`config.mk`:
```
export PLATFORM = sky130hd
export DESIGN_NAME = brick_field
export DESIGN_NICKNAME = d
export VERILOG_FILES = /design/src/rtl/brick_field.sv
export SDC_FILE = /design/constraint.sdc
export NUM_CORES = 1
export LEC_CHECK = 0
export CAP_MARGIN = 20
export CORE_ASPECT_RATIO = 0.9
export CORE_MARGIN = 1.5
export CORE_UTILIZATION = 54
export DETAILED_ROUTE_END_ITERATION = 8
export PLACE_DENSITY_LB_ADDON = 0.25
export SKIP_LAST_GASP = 1
export SYNTH_ARGS = -nofsm -noshare
export SYNTH_HDL_FRONTEND = slang
export SYNTH_SLANG_ARGS = --single-unit
```
`constraint.sdc`:
```
create_clock -name clock -period 40.1 [get_ports clock]
set_clock_uncertainty 0.1 [all_clocks]
set_input_delay 6.015 -clock clock [delete_from_list [all_inputs] [get_ports clock]]
set_output_delay 6.015 -clock clock [all_outputs]
set_load 0.02 [all_outputs]
```
`src/rtl/brick_field.sv`:
```
// Brick-wall store and serial collision scanner: one brick per cycle, first hit wins,
// with strength/score/bricks-left bookkeeping and a registered read port for the renderer.
module brick_field #(
    parameter int ROWS  = 4,
    parameter int COLS  = 8,
    parameter int BLK_W = 80,
    parameter int BLK_H = 20,
    parameter int LEFT  = 0,
    parameter int TOP   = 40,
    localparam int N    = ROWS * COLS,
    localparam int IW   = $clog2(N),
    localparam int RW   = $clog2(ROWS),
    localparam int CW   = $clog2(COLS),
    localparam int LW   = $clog2(N + 1)
) (
    input  logic            clock,
    input  logic            reset,
    input  logic            load,
    input  logic [2*N-1:0]  level_data,
    input  logic            check,
    input  logic [9:0]      ball_x,
    input  logic [9:0]      ball_y,
    input  logic [5:0]      radius,
    output logic            busy,
    output logic            done,
    output logic            hit,
    output logic            flip_x,
    output logic            flip_y,
    output logic [RW-1:0]   hit_row,
    output logic [CW-1:0]   hit_col,
    output logic [15:0]     score,
    output logic [LW-1:0]   bricks_left,
    output logic            clear,
    input  logic [RW-1:0]   rd_row,
    input  logic [CW-1:0]   rd_col,
    output logic [1:0]      rd_strength
);

    localparam int BW = 11;

    typedef enum logic {IDLE, SCAN} state_t;

    state_t state, next_state;

    logic [1:0]    field [N];
    logic [9:0]    bx, by;
    logic [5:0]    br;
    logic [IW-1:0] k;
    logic [RW-1:0] scan_row;
    logic [CW-1:0] scan_col;

    logic [BW-1:0] cx, cy, rr;
    logic [BW-1:0] ball_x_lo, ball_x_hi, ball_y_lo, ball_y_hi;
    logic [BW-1:0] brick_x_lo, brick_x_hi, brick_y_lo, brick_y_hi;
    logic [1:0]    cur_strength;
    logic          overlap, in_x, in_y, is_hit, last;
    logic [LW-1:0] load_count;
    logic [IW-1:0] rd_idx;

    assign busy   = (state == SCAN);
    assign rd_idx = IW'(rd_row) * IW'(COLS) + IW'(rd_col);

    // Geometry of the brick under test versus the latched ball box; lower bounds clamp at 0.
    always_comb begin
        cx = BW'(bx);
        cy = BW'(by);
        rr = BW'(br);
        ball_x_lo  = (cx >= rr) ? cx - rr : '0;
        ball_x_hi  = cx + rr;
        ball_y_lo  = (cy >= rr) ? cy - rr : '0;
        ball_y_hi  = cy + rr;
        brick_x_lo = BW'(LEFT) + BW'(scan_col) * BW'(BLK_W);
        brick_x_hi = brick_x_lo + BW'(BLK_W - 1);
        brick_y_lo = BW'(TOP) + BW'(scan_row) * BW'(BLK_H);
        brick_y_hi = brick_y_lo + BW'(BLK_H - 1);
        cur_strength = field[k];
        overlap = (ball_x_lo <= brick_x_hi) && (ball_x_hi >= brick_x_lo) &&
                  (ball_y_lo <= brick_y_hi) && (ball_y_hi >= brick_y_lo);
        in_x    = (cx >= brick_x_lo) && (cx <= brick_x_hi);
        in_y    = (cy >= brick_y_lo) && (cy <= brick_y_hi);
        is_hit  = (state == SCAN) && (cur_strength != 2'd0) && overlap;
        last    = (k == IW'(N - 1));
    end

    always_comb begin
        load_count = '0;
        for (int i = 0; i < N; i++) begin
            if (level_data[2*i +: 2] != 2'd0) begin
                load_count = load_count + LW'(1);
            end
        end
    end

    always_ff @(posedge clock) begin
        if (reset) begin
            state <= IDLE;
        end else begin
            state <= next_state;
        end
    end

    // Load wins over everything, including aborting a scan in progress.
    always_comb begin
        next_state = state;
        case (state)
            IDLE:    if (check && !load) next_state = SCAN;
            SCAN:    if (load || is_hit || last) next_state = IDLE;
            default: next_state = IDLE;
        endcase
    end

    always_ff @(posedge clock) begin
        if (reset) begin
            for (int i = 0; i < N; i++) begin
                field[i] <= '0;
            end
            bx          <= '0;
            by          <= '0;
            br          <= '0;
            k           <= '0;
            scan_row    <= '0;
            scan_col    <= '0;
            done        <= 1'b0;
            hit         <= 1'b0;
            flip_x      <= 1'b0;
            flip_y      <= 1'b0;
            hit_row     <= '0;
            hit_col     <= '0;
            score       <= '0;
            bricks_left <= '0;
            clear       <= 1'b0;
            rd_strength <= '0;
        end else begin
            done        <= 1'b0;
            rd_strength <= field[rd_idx];
            if (load) begin
                for (int i = 0; i < N; i++) begin
                    field[i] <= level_data[2*i +: 2];
                end
                bricks_left <= load_count;
                clear       <= 1'b0;
            end else if (state == IDLE) begin
                if (check) begin
                    bx       <= ball_x;
                    by       <= ball_y;
                    br       <= radius;
                    k        <= '0;
                    scan_row <= '0;
                    scan_col <= '0;
                end
            end else if (is_hit) begin
                field[k] <= cur_strength - 2'd1;
                if (score != '1) begin
                    score <= score + 16'd1;
                end
                if (cur_strength == 2'd1) begin
                    bricks_left <= bricks_left - LW'(1);
                    if (bricks_left == LW'(1)) begin
                        clear <= 1'b1;
                    end
                end
                done    <= 1'b1;
                hit     <= 1'b1;
                flip_x  <= ~in_x;
                flip_y  <= in_x | ~in_y;
                hit_row <= scan_row;
                hit_col <= scan_col;
            end else if (last) begin
                done    <= 1'b1;
                hit     <= 1'b0;
                flip_x  <= 1'b0;
                flip_y  <= 1'b0;
                hit_row <= '0;
                hit_col <= '0;
            end else begin
                k <= k + IW'(1);
                if (scan_col == CW'(COLS - 1)) begin
                    scan_col <= '0;
                    scan_row <= scan_row + RW'(1);
                end else begin
                    scan_col <= scan_col + CW'(1);
                end
            end
        end
    end

endmodule

```
# Yosys cells after proc, flatten, opt, wreduce, memory -nomap -nowiden
# Memories as Yosys holds them, arrays and structs flattened. A register that Yosys moved wholly into a read port is not among the register bits.
# Cells that the tools add are included.
[word_totals]
input_bits = 99
n_memories = 1
word_cells = 290
romBits = 0
ramBits = 64
regBits = 69
latch_bits = 0
[classes]
n_div = 0
bitwise_logic = 37
n_reduce_logical = 59
addsub = 45
n_mul = 2
shift = 0
n_mux = 112
magnitude_cmp = 10
n_eq_ne = 8
[mem_list]
columns = ["memory", "words", "width", "read_ports", "rd_ports_with_merged_regs", "wr", "line", "source"]
rows = [
  ["field", 32, 2, 2, 2, 32, "45", "logic [1:0] field [N];"],
]
[op_table]
columns = ["op", "count"]
rows = [
  ["2-to-1 mux 6 bit", 35],
  ["adder 6 x 1 -> 6 bit (second input constant)", 31],
  ["2-to-1 mux 2 bit", 40],
  ["nonzero test 2 bit", 38],
  ["2-to-1 mux 5 bit", 7],
  ["OR 1 bit", 33],
  ["adder 10 x 6 -> 11 bit", 2],
  ["2-to-1 mux 11 bit", 2],
  ["subtractor 10 x 6 -> 11 bit", 2],
  ["2-to-1 mux 3 bit", 7],
  ["greater-or-equal comparator 10 x 6 -> 1 bit", 2],
  ["2-to-1 mux 1 bit", 20],
  ["adder 16 x 1 -> 16 bit (second input constant)", 1],
  ["inequality test 16 bit (second input constant)", 1],
  ["AND reduction 4 bit", 3],
  ["adder 10 x 7 -> 11 bit (second input constant)", 1],
  ["greater-or-equal comparator 11 x 10 -> 1 bit", 1],
  ["greater-or-equal comparator 11 x 8 -> 1 bit", 1],
  ["<= comparator 10 x 11 -> 1 bit", 1],
  ["<= comparator 11 bit", 1],
  ["<= comparator 11 x 9 -> 1 bit", 1],
  ["greater-or-equal comparator 10 bit", 1],
  ["greater-or-equal comparator 10 x 8 -> 1 bit", 1],
  ["<= comparator 10 x 9 -> 1 bit", 1],
  ["25 further kinds", 40],
]

# Longest topological paths before layout
[depth]
depth_word = 65
ltp_mapped = 91
mapped_depth_nobuf = 91

# Worst setup path before layout
# Ideal clock, no wire load.
[synth_path]
path_kind = "input-to-reg"
from = "input port level_data[0]"
to = "register bricks_left[5]"
cell_stages = 87
arrival_time_ns = 21.199
n_path_buf = 0
path_slack_ns = 18.684
required_time_ns = 39.883
path_cell_list = "nor2_1 > ha_1 > or3_1 > and2_1 > ha_1 > nor2_1 > a21oi_1 > ha_1 > nor2_1 > a21o_1 > inv_1 > ha_1 > xnor2_1 > nor3_1 > a211oi_1 > ha_1 > xor2_1 > nand2_1 > [... 51 more ...] > o211ai_1 > xnor2_1 > mux2_2 > ha_1 > a22o_1 > a31o_2 > ha_1 > o21ai_0 > nand2_1 > ha_1 > o21ai_0 > nor3b_1 > and3_1 > or3_1 > xor2_1 > nand3_1 > xor2_1 > a22o_1"
[synth_via]
elab_chain_cells = 65
[synth_lines]
columns = ["element", "line", "source"]
rows = [
  ["start, declared", "19", "input logic [2*N-1:0] level_data,"],
  ["nonzero test 2 bit *", "88", "if (level_data[2*i +: 2] != 2'd0) begin"],
  ["2-to-1 mux 1 bit *", "88", ""],
  ["adder 6 x 1 -> 6 bit", "89", "load_count = load_count + LW'(1);"],
  ["2-to-1 mux 6 bit *", "88", ""],
  ["adder 6 x 1 -> 6 bit", "89", ""],
  ["2-to-1 mux 6 bit *", "88", ""],
  ["adder 6 x 1 -> 6 bit", "89", ""],
  ["2-to-1 mux 6 bit *", "88", ""],
  ["[... 49 more ...]", "-", ""],
  ["2-to-1 mux 6 bit *", "88", ""],
  ["adder 6 x 1 -> 6 bit", "89", ""],
  ["2-to-1 mux 6 bit *", "88", ""],
  ["adder 6 x 1 -> 6 bit", "89", ""],
  ["2-to-1 mux 6 bit *", "88", ""],
  ["adder 6 x 1 -> 6 bit", "89", ""],
  ["2-to-1 mux 6 bit *", "88", ""],
  ["2-to-1 mux 6 bit *", "136", "if (load) begin"],
  ["end signal, assigned", "140", "bricks_left <= load_count;"],
  ["end signal, assigned", "157", "bricks_left <= bricks_left - LW'(1);"],
  ["end, declared", "32", "output logic [LW-1:0] bricks_left,"],
]
# Every way passes the cells marked *; elsewhere a longest branch is shown, timed or not.
# A chain may end at the register's enable or synchronous reset.

# Worst setup path in the final report
[layout_path]
from = "input port level_data[2]"
to = "register bricks_left[5]"
[layout_via]
elab_chain_cells = 63
[layout_lines]
columns = ["element", "line"]
rows = [
  ["nonzero test 2 bit *", "88"],
  ["2-to-1 mux 6 bit *", "88"],
  ["adder 6 x 1 -> 6 bit", "89"],
  ["2-to-1 mux 6 bit *", "88"],
  ["adder 6 x 1 -> 6 bit", "89"],
  ["2-to-1 mux 6 bit *", "88"],
  ["adder 6 x 1 -> 6 bit", "89"],
  ["2-to-1 mux 6 bit *", "88"],
  ["[... 47 more ...]", "-"],
  ["2-to-1 mux 6 bit *", "88"],
  ["adder 6 x 1 -> 6 bit", "89"],
  ["2-to-1 mux 6 bit *", "88"],
  ["adder 6 x 1 -> 6 bit", "89"],
  ["2-to-1 mux 6 bit *", "88"],
  ["adder 6 x 1 -> 6 bit", "89"],
  ["2-to-1 mux 6 bit *", "88"],
  ["2-to-1 mux 6 bit *", "136"],
]
# Marks and branches as above.

==> results.cfg <==
[outcome]
outcome = finished clean

[detailed_routing]
num_vias = 12600
viasPerCell = 5.92
routedWlPerCell_um = 17.3
firstDrtPassIters = 6
initialDrtViolationCount = 1132
wirelength_um = 36800
detail-route-antenna-nets = 0
drc_errors = 0

[sta]
drv_slew = 0
worst_pin_slew_ns = 1.03
rsz0062_at_grt = false
max_freq_mhz = 43.0
fin_crit_ns = 23.25
hold_violations = 0
timing.final.crit_share_pct = 58.0
final-setup-viol-count = 0
totalNegativeSetupSlack_ns = 0
slew-limit-headroom_pct = 31.3

[min_path]
worstHoldPathType = reg2reg
hold_start = flip_y$_SDFFE_PP0P_
holdPathStages = 2
holdPathEnd = flip_y$_SDFFE_PP0P_

[synth]
avgSynthCellArea_um2 = 8.47
yosys-mux-area-fraction_pct = 8.24
synth_edf_count = 64
synth_adder_area_share_pct = 11.3
synthArstFlopShare_pct = 0
synthFlopType = dfxtp_1
yosysTopAreaCellShare_pct = 13.5
yosys-top-cells-area = edfxtp_1 (14%), dfxtp_1 (11%), ha_1 (11%)
synth_top_family_by_area = simple AND/OR/NAND/NOR gates
ys_warn_count = 0
syn-num-nets = 1903
synth_common_cells = nand2_1 (207), nor2_1 (187), o21ai_0 (132), ha_1 (121), xnor2_1 (119)
synth_seq_cells = 140
yosysMostFrequentCell = nand2_1
syn_inst = 1679
ys_types = 91
synth_compound_area_share_pct = 16.3
yosys.area_share.simple_pct = 21.4
syn_area_um2 = 14200
synth-seq-area-share_pct = 24.2
synth_largest_area_cell = edfxtp_1
yosys.area_share.xor_xnor_pct = 15.0

[floorplan]
initial_core_util_pct = 54.7
die_h_um = 157
die_w_um = 174
rows = 56
die_area_um2 = 27300
ioPinCount = 134
core_area_um2 = 26000

[grt]
grt_pass1_vias = 11900
overflow = 0
antenna_found_initial = 0
grt_pass1_wl_um = 59900
grt_util_all_layers_pct = 27.0
grt_max_degree = 93

[setup_path]
cp_slowest_cell = a21boi_0
timing.rr.end = score[9]$_SDFFE_PP0P_
regToRegSetupSlack_ns = 33.31
arrival_ns = 23.47
max_stage_delay_ns = 0.45
startpoint_type = input pin
reg2reg_from = br[1]$_SDFFE_PP0P_
end_kind = register
criticalPathCategory = in2reg
cpMostUsedCell = ha_1
worstPathRequired_ns = 40.32
crit_family = compound AO/OA/AOI/OAI gates
rr_worst_depth = 28
path_buf_inv = 1
cp_max_fo = 6

[clocking]
cts_tree = yes
cts-resized-gates = 0
cts_buffer_depth = 2
post_cts_buffers = 0
htree_levels = 4
numCtsBuffers = 17
clk_pin_slew_worst_paths_ns = 0.06
insertion_delay_ns = 0.43
cts.sinks = 140
clock-root-buffer = clkbuf_16
hold_buffers = 0

[place]
port_buffers = 133
placed_cell_area_um2 = 15700
gp_congestion = 0.946
hpwl_um = 28000

[cells_and_area]
drive_above_1_share_pct = 8.79
syn2layout_area_growth_pct = 15.7
diodes = 0
nets = 1985
final_area_um2 = 16400

[job]
drv_cap = 0
worst max path at each step:
stage                  start                          end  depth (start not counted)  slack (ns)
2_1_floorplan  level_data[0]  bricks_left[5]$_SDFFE_PP0P_                         87       18.68
3_3_place_gp   level_data[2]  bricks_left[5]$_SDFFE_PP0P_                         87       17.31
3_5_place_dp   level_data[2]  bricks_left[5]$_SDFFE_PP0P_                         87       16.63
4_1_cts        level_data[2]  bricks_left[5]$_SDFFE_PP0P_                         87       17.00
5_1_grt        level_data[2]  bricks_left[5]$_SDFFE_PP0P_                         85       15.55
6_report       level_data[2]  bricks_left[5]$_SDFFE_PP0P_                         85       16.85
cells in the final DEF (no fill, tap or decap), types with 20 or more instances in the layout:
| cell type | count |
|---|---|
| nand2_1 | 207 |
| nor2_1 | 186 |
| o21ai_0 | 132 |
| clkdlybuf4s50_1 | 132 |
| ha_1 | 121 |
| xnor2_1 | 119 |
| a21oi_1 | 86 |
| dfxtp_1 | 76 |
| edfxtp_1 | 64 |
| inv_1 | 53 |
| xor2_1 | 53 |
| mux4_2 | 40 |
| nand3_1 | 35 |
| a21o_1 | 33 |
| nor3_1 | 33 |
| nand2b_1 | 30 |
| or2_2 | 27 |
| clkbuf_16 | 20 |
metal layers:
layer	GRT usage [%]	vias to the layer above	share of wire (%)
li1	-	6139	-
met1	38.1	5988	47
met3	3.41	37	6.0
met4	5.58	0	1.1
met5	0	-	0
met2	44.7	391	46
kinds of logic (layout without fill, tap and decap cells):
family | count (synthesis) | after routing
buffers and inverters | 134 | 229
muxes | 65 | 65
adders and majority gates | 126 | 126
DFF | 140 | 140
and+or+nand+nor | 643 | 643
AOI/OAI and AO/OA | 371 | 371
xor gates and xnor gates | 200 | 200
stage by stage:
step                      util (%)  std cells  setup WS (ns)  hold WS (ns)
final                         63.3       2122          16.85         0.362
after global routing          63.3       2122          15.55         0.388
after CTS                     63.0       2118          17.00         0.368
after detailed placement      60.5       2086          16.63         0.362
after global placement        60.5       2086          17.31         0.349
after floorplan                  -       1679          18.68         0.354
final cells by class:
| cell class | count | area, um2 |
|---|---|---|
| Multi-Input combinational cell | 1405 | 10300 |
| Fill cell | 2192 | 9550 |
| Sequential cell | 140 | 3440 |
| Timing Repair Buffer | 141 | 1420 |
| Clock buffer | 25 | 543 |
| Tap cell | 348 | 435 |
| Inverter | 56 | 213 |
| Clock inverter | 7 | 119 |
worst min-delay path, cell delays in order (launching register included):
cell	delay (ns)
dfxtp_1	0.31
nand2_1	0.05
a21oi_1	0.05
flip-flops by register name (all words and copies together), names as in the netlist, 5 cells and up, named ones only:
signal and flops:
field 64, score 16, bx 10, by 10, br 6, bricks_left 6, k 5
Power is not shown: default switching activity piles up to over one toggle a cycle in this logic, so the estimate is an artifact.
==> RTL edit 1: new RTL, same flow settings <==
Set the localparam `BW` to 12 (it was 11).
--- a/src/rtl/brick_field.sv
+++ b/src/rtl/brick_field.sv
@@ -37,5 +37,5 @@
 );
 
-    localparam int BW = 11;
+    localparam int BW = 12;
 
     typedef enum logic {IDLE, SCAN} state_t;
Function: not settled (the Yosys comparison gave no result); the edit may change what the design does.
==> RTL edit 1 against the unedited design <==
  * Synthesized cell count grew 2.4%
  * Setup slack improved by 32 ps
  * Highest routed layer unchanged
  * Critical path type unchanged
  * Final area up 1.2%
  * Sequential cell count stayed put
  * Area after synthesis increased by 1.9%
  * Core utilization increased by 0.25 points
  * Wire length up 2.2%
  * Fmax is 0.14% higher
  * Sequential share of layout area decreased by 0.25 points
Power is not shown: default switching activity piles up to over one toggle a cycle in this logic, so the estimate is an artifact.
==> RTL edit 1: results <==
[detailed_routing]
vias_per_cell = 6.03
drt_iter0_markers = 1073
wirelength_mm = 37.6
wl_met2_mm = 17.9
routedWlPerCell_um = 17.4
dr.pass1.iters = 5
m1WireLength_mm = 16.4

[synth]
synth_compound_area_share_pct = 17.6
synth_nets = 1943
synth_mux_area_share_pct = 7.76
synth_fa_ha_area_share_pct = 10.9
synth_area_leaders = edfxtp_1 (13%), dfxtp_1 (11%), ha_1 (10%), mux4_2 (6.2%), xnor2_1 (6.2%)
synth_xor_area_share_pct = 14.8
netlist-cell-type-count = 97
ys_seq_area_share_pct = 23.8
syn_area_per_cell_um2 = 8.42
ys_top_cells_by_count = nor2_1 (197), nand2_1 (190), o21ai_0 (144)

[place]
place_area_um2 = 16000
post-dp-hpwl_mm = 28.5
dpl_worst_slack_ps = 16680
placed_cells = 2128
finalWeightedCongestion = 0.936

[outcome]
outcome = finished, final reports clean

[sta]
clock.fmax_ghz = 0.0431
worst_pin_slew_ps = 969
whs_ps = 368

[final_layout]
nMultiInputCombCells = 1444
postLayoutCoreUtil_pct = 63.5
buf_share_pct = 8.40
n_all_inverters = 59
drive_gt1_share_pct = 8.49
multi_input_area_share_pct = 63.2
nets = 2024
n_all_buffers = 139

[grt]
grt_pass1_wl_mm = 61.9
grt_max_degree = 96
grt_pass1_vias = 12643
grt_usage_pct = 27.4

[critical_path]
reg2reg_depth = 22
r2r_setup_slack_ps = 33100
crit_fanout = 5
crit_path_top_delay_cell = clkdlybuf4s50_1
rr_endpoint = field[27][0]$_DFFE_PP_

[die]
core_area_um2 = 26200
[RTL edit 1: cell types whose count changed after synthesis, sizes merged, moves of 7 or more]
cell,unedited run,this run
nor2,188,201
nor2b,15,27
a21oi,87,103
and3,14,6
o21ai,133,155
xnor2,128,118
nand2,208,190
or2,31,24
nand4,10,21
[RTL edit 1: metal layers]
layer | vias up | GRT usage, %
met2 | 454 | 47.6
met1 | 6171 | 35.2
met5 | - | 0
met3 | 76 | 3.92
li1 | 6331 | -
met4 | 0 | 9.16
[RTL edit 1: critical path, delay by kind of cell]
family | cells | cell delay [ps]
AOI/OAI and AO/OA | 34 | 5640
adders and majority gates | 18 | 5280
and+or+nand+nor | 32 | 3510
xor gates and xnor gates | 12 | 2080
buffers and inverters | 4 | 640
muxes | 1 | 290
==> RTL edit 2: new RTL, config.mk and constraints unchanged <==
Made on the original files. Reset style: asynchronous (`reset`), changed in 2 clocked blocks.
--- a/src/rtl/brick_field.sv
+++ b/src/rtl/brick_field.sv
@@ -92,5 +92,5 @@
     end
 
-    always_ff @(posedge clock) begin
+    always_ff @(posedge clock or posedge reset) begin
         if (reset) begin
             state <= IDLE;
@@ -110,5 +110,5 @@
     end
 
-    always_ff @(posedge clock) begin
+    always_ff @(posedge clock or posedge reset) begin
         if (reset) begin
             for (int i = 0; i < N; i++) begin
Function: differs if reset is asserted again (counterexample within 4 cycles, from zero or initial values and one cycle with reset high); with reset held inactive, the same outputs for 4 cycles.
==> RTL edit 2 against the unedited design <==
  * Setup slack improved by 66 ps
  * Global-route usage increased by 0.45 points
  * Final area increased by 2.8%
  * Area after synthesis increased by 3.0%
  * Final cell count increased by 4.8%
  * Critical path type unchanged
  * Fmax increased by 0.29%
  * Wire length increased by 4.3%
  * Count of clock-buffer cells in the layout decreased by 6
  * First-iteration DRC count increased by 19%
  * Sequential cell count decreased by 5
Power is not shown: default switching activity piles up to over one toggle a cycle in this logic, so the estimate is an artifact.
==> RTL edit 2: results <==
[grt]
grt_max_degree = 91
grt_usage_pct = 27.5
grt_pass1_wl_mm = 63.6
antenna_found_initial = 2

[place]
finalWeightedCongestion = 0.980
post-dp-hpwl_mm = 29.5

[synth]
synthArstFlopShare_pct = 100
ys_seq_area_share_pct = 23.1
ys_top_cells_by_count = nand2_1 (243), o21ai_0 (198), nor2_1 (184)
synth_nets = 1991

[worst_hold_path]
worstHoldStart = flip_y$_DFFE_PP0P_
min_to = flip_y$_DFFE_PP0P_

[final_layout]
fillerInstances = 2279
drive_gt1_share_pct = 8.64
nets = 2085

[sta]
worst_pin_slew_ps = 899

[critical_path]
crit_path_top_delay_cell = clkdlybuf4s50_1
critical_path_arrival_ps = 23370
r2r_setup_slack_ps = 33620
crit_fanout = 7
r2r-start = br[1]$_DFFE_PP0P_
rr_endpoint = scan_row[0]$_DFFE_PP0P_

[detailed_routing]
routedWlPerCell_um = 17.3
vias_per_cell = 6.06
drt_iter0_markers = 1351

[cts]
cts_buffers = 17

[outcome]
outcome = finished, final reports clean
-- RTL edit 2: cell types whose count changed after synthesis, sizes merged, moves of 11 or more --
cell    delta
a21o      -11
or3       -14
clkbuf    -11
o21ai     +67
nand3     +21
edfxtp    -64
nand2b    -18
nor4      +11
mux2      +17
dfxtp     -76
dfrtp    +135
mux2i     +24
nand2     +35
a21oi     -44
-- RTL edit 2: through the flow --
stage | hold WS, ps | util [%] | setup slack, ps | instances | area [µm²]
after global routing | 419 | 64.2 | 15540 | 2224 | 16900
after CTS | 382 | 63.8 | 17210 | 2217 | 16800
after floorplan | 421 | - | 19040 | 1767 | 14600
final | 382 | 64.2 | 16920 | 2224 | 16900
after global placement | 364 | 61.5 | 17420 | 2185 | 16200
after detailed placement | 377 | 61.5 | 16800 | 2185 | 16200
-- RTL edit 2: cell families after synthesis --
logic type                 after synthesis  synth area share [%]
AOI/OAI and AO/OA                      408                  17.2
and+or+nand+nor                        666                  20.9
muxes                                  102                  10.2
adders and majority gates              127                  11.0
DFF                                    135                  23.1
buffers and inverters                  132                  3.44
xor gates and xnor gates               197                  14.1
-- RTL edit 2: area by class of cell --
cell class              count  share of cell area (%)
clock inverters            13                    1.01
flip-flops and latches    135                    20.0
inverters                  62                    1.41
repair buffers            145                    8.74
well taps                 348                    2.58
clock buffers              19                    2.56
diodes                      2                  0.0296
multi-input cells        1500                    63.7
-- RTL edit 2: worst max path at each step --
stage	start	to	cells past startpoint
3_5_place_dp	level_data[2]	bricks_left[4]$_DFFE_PP0P_	86
4_1_cts	level_data[2]	bricks_left[4]$_DFFE_PP0P_	86
3_3_place_gp	level_data[2]	bricks_left[4]$_DFFE_PP0P_	86
2_1_floorplan	level_data[2]	bricks_left[4]$_DFFE_PP0P_	85
5_1_grt	level_data[2]	bricks_left[4]$_DFFE_PP0P_	87
6_report	level_data[2]	bricks_left[4]$_DFFE_PP0P_	86
-- RTL edit 2: worst max-delay path: cells and delay by family --
kind | cells | cell delay [ps]
muxes | 4 | 720
adders and majority gates | 18 | 5380
buffers and inverters | 4 | 700
xor gates and xnor gates | 10 | 1700
and+or+nand+nor | 22 | 3830
AOI/OAI and AO/OA | 28 | 5030
-- RTL edit 2: per-layer routing --
| layer | routed length (µm) | track usage, % | up-vias | part of all wire, % |
|---|---|---|---|---|
| met1 | 17700 | 39.1 | 6403 | 46 |
| met3 | 2220 | 3.39 | 63 | 5.8 |
| li1 | - | - | 6516 | - |
| met2 | 17700 | 43.6 | 488 | 46 |
| met5 | 0 | 0 | - | 0 |
| met4 | 766 | 8.28 | 0 | 2.0 |
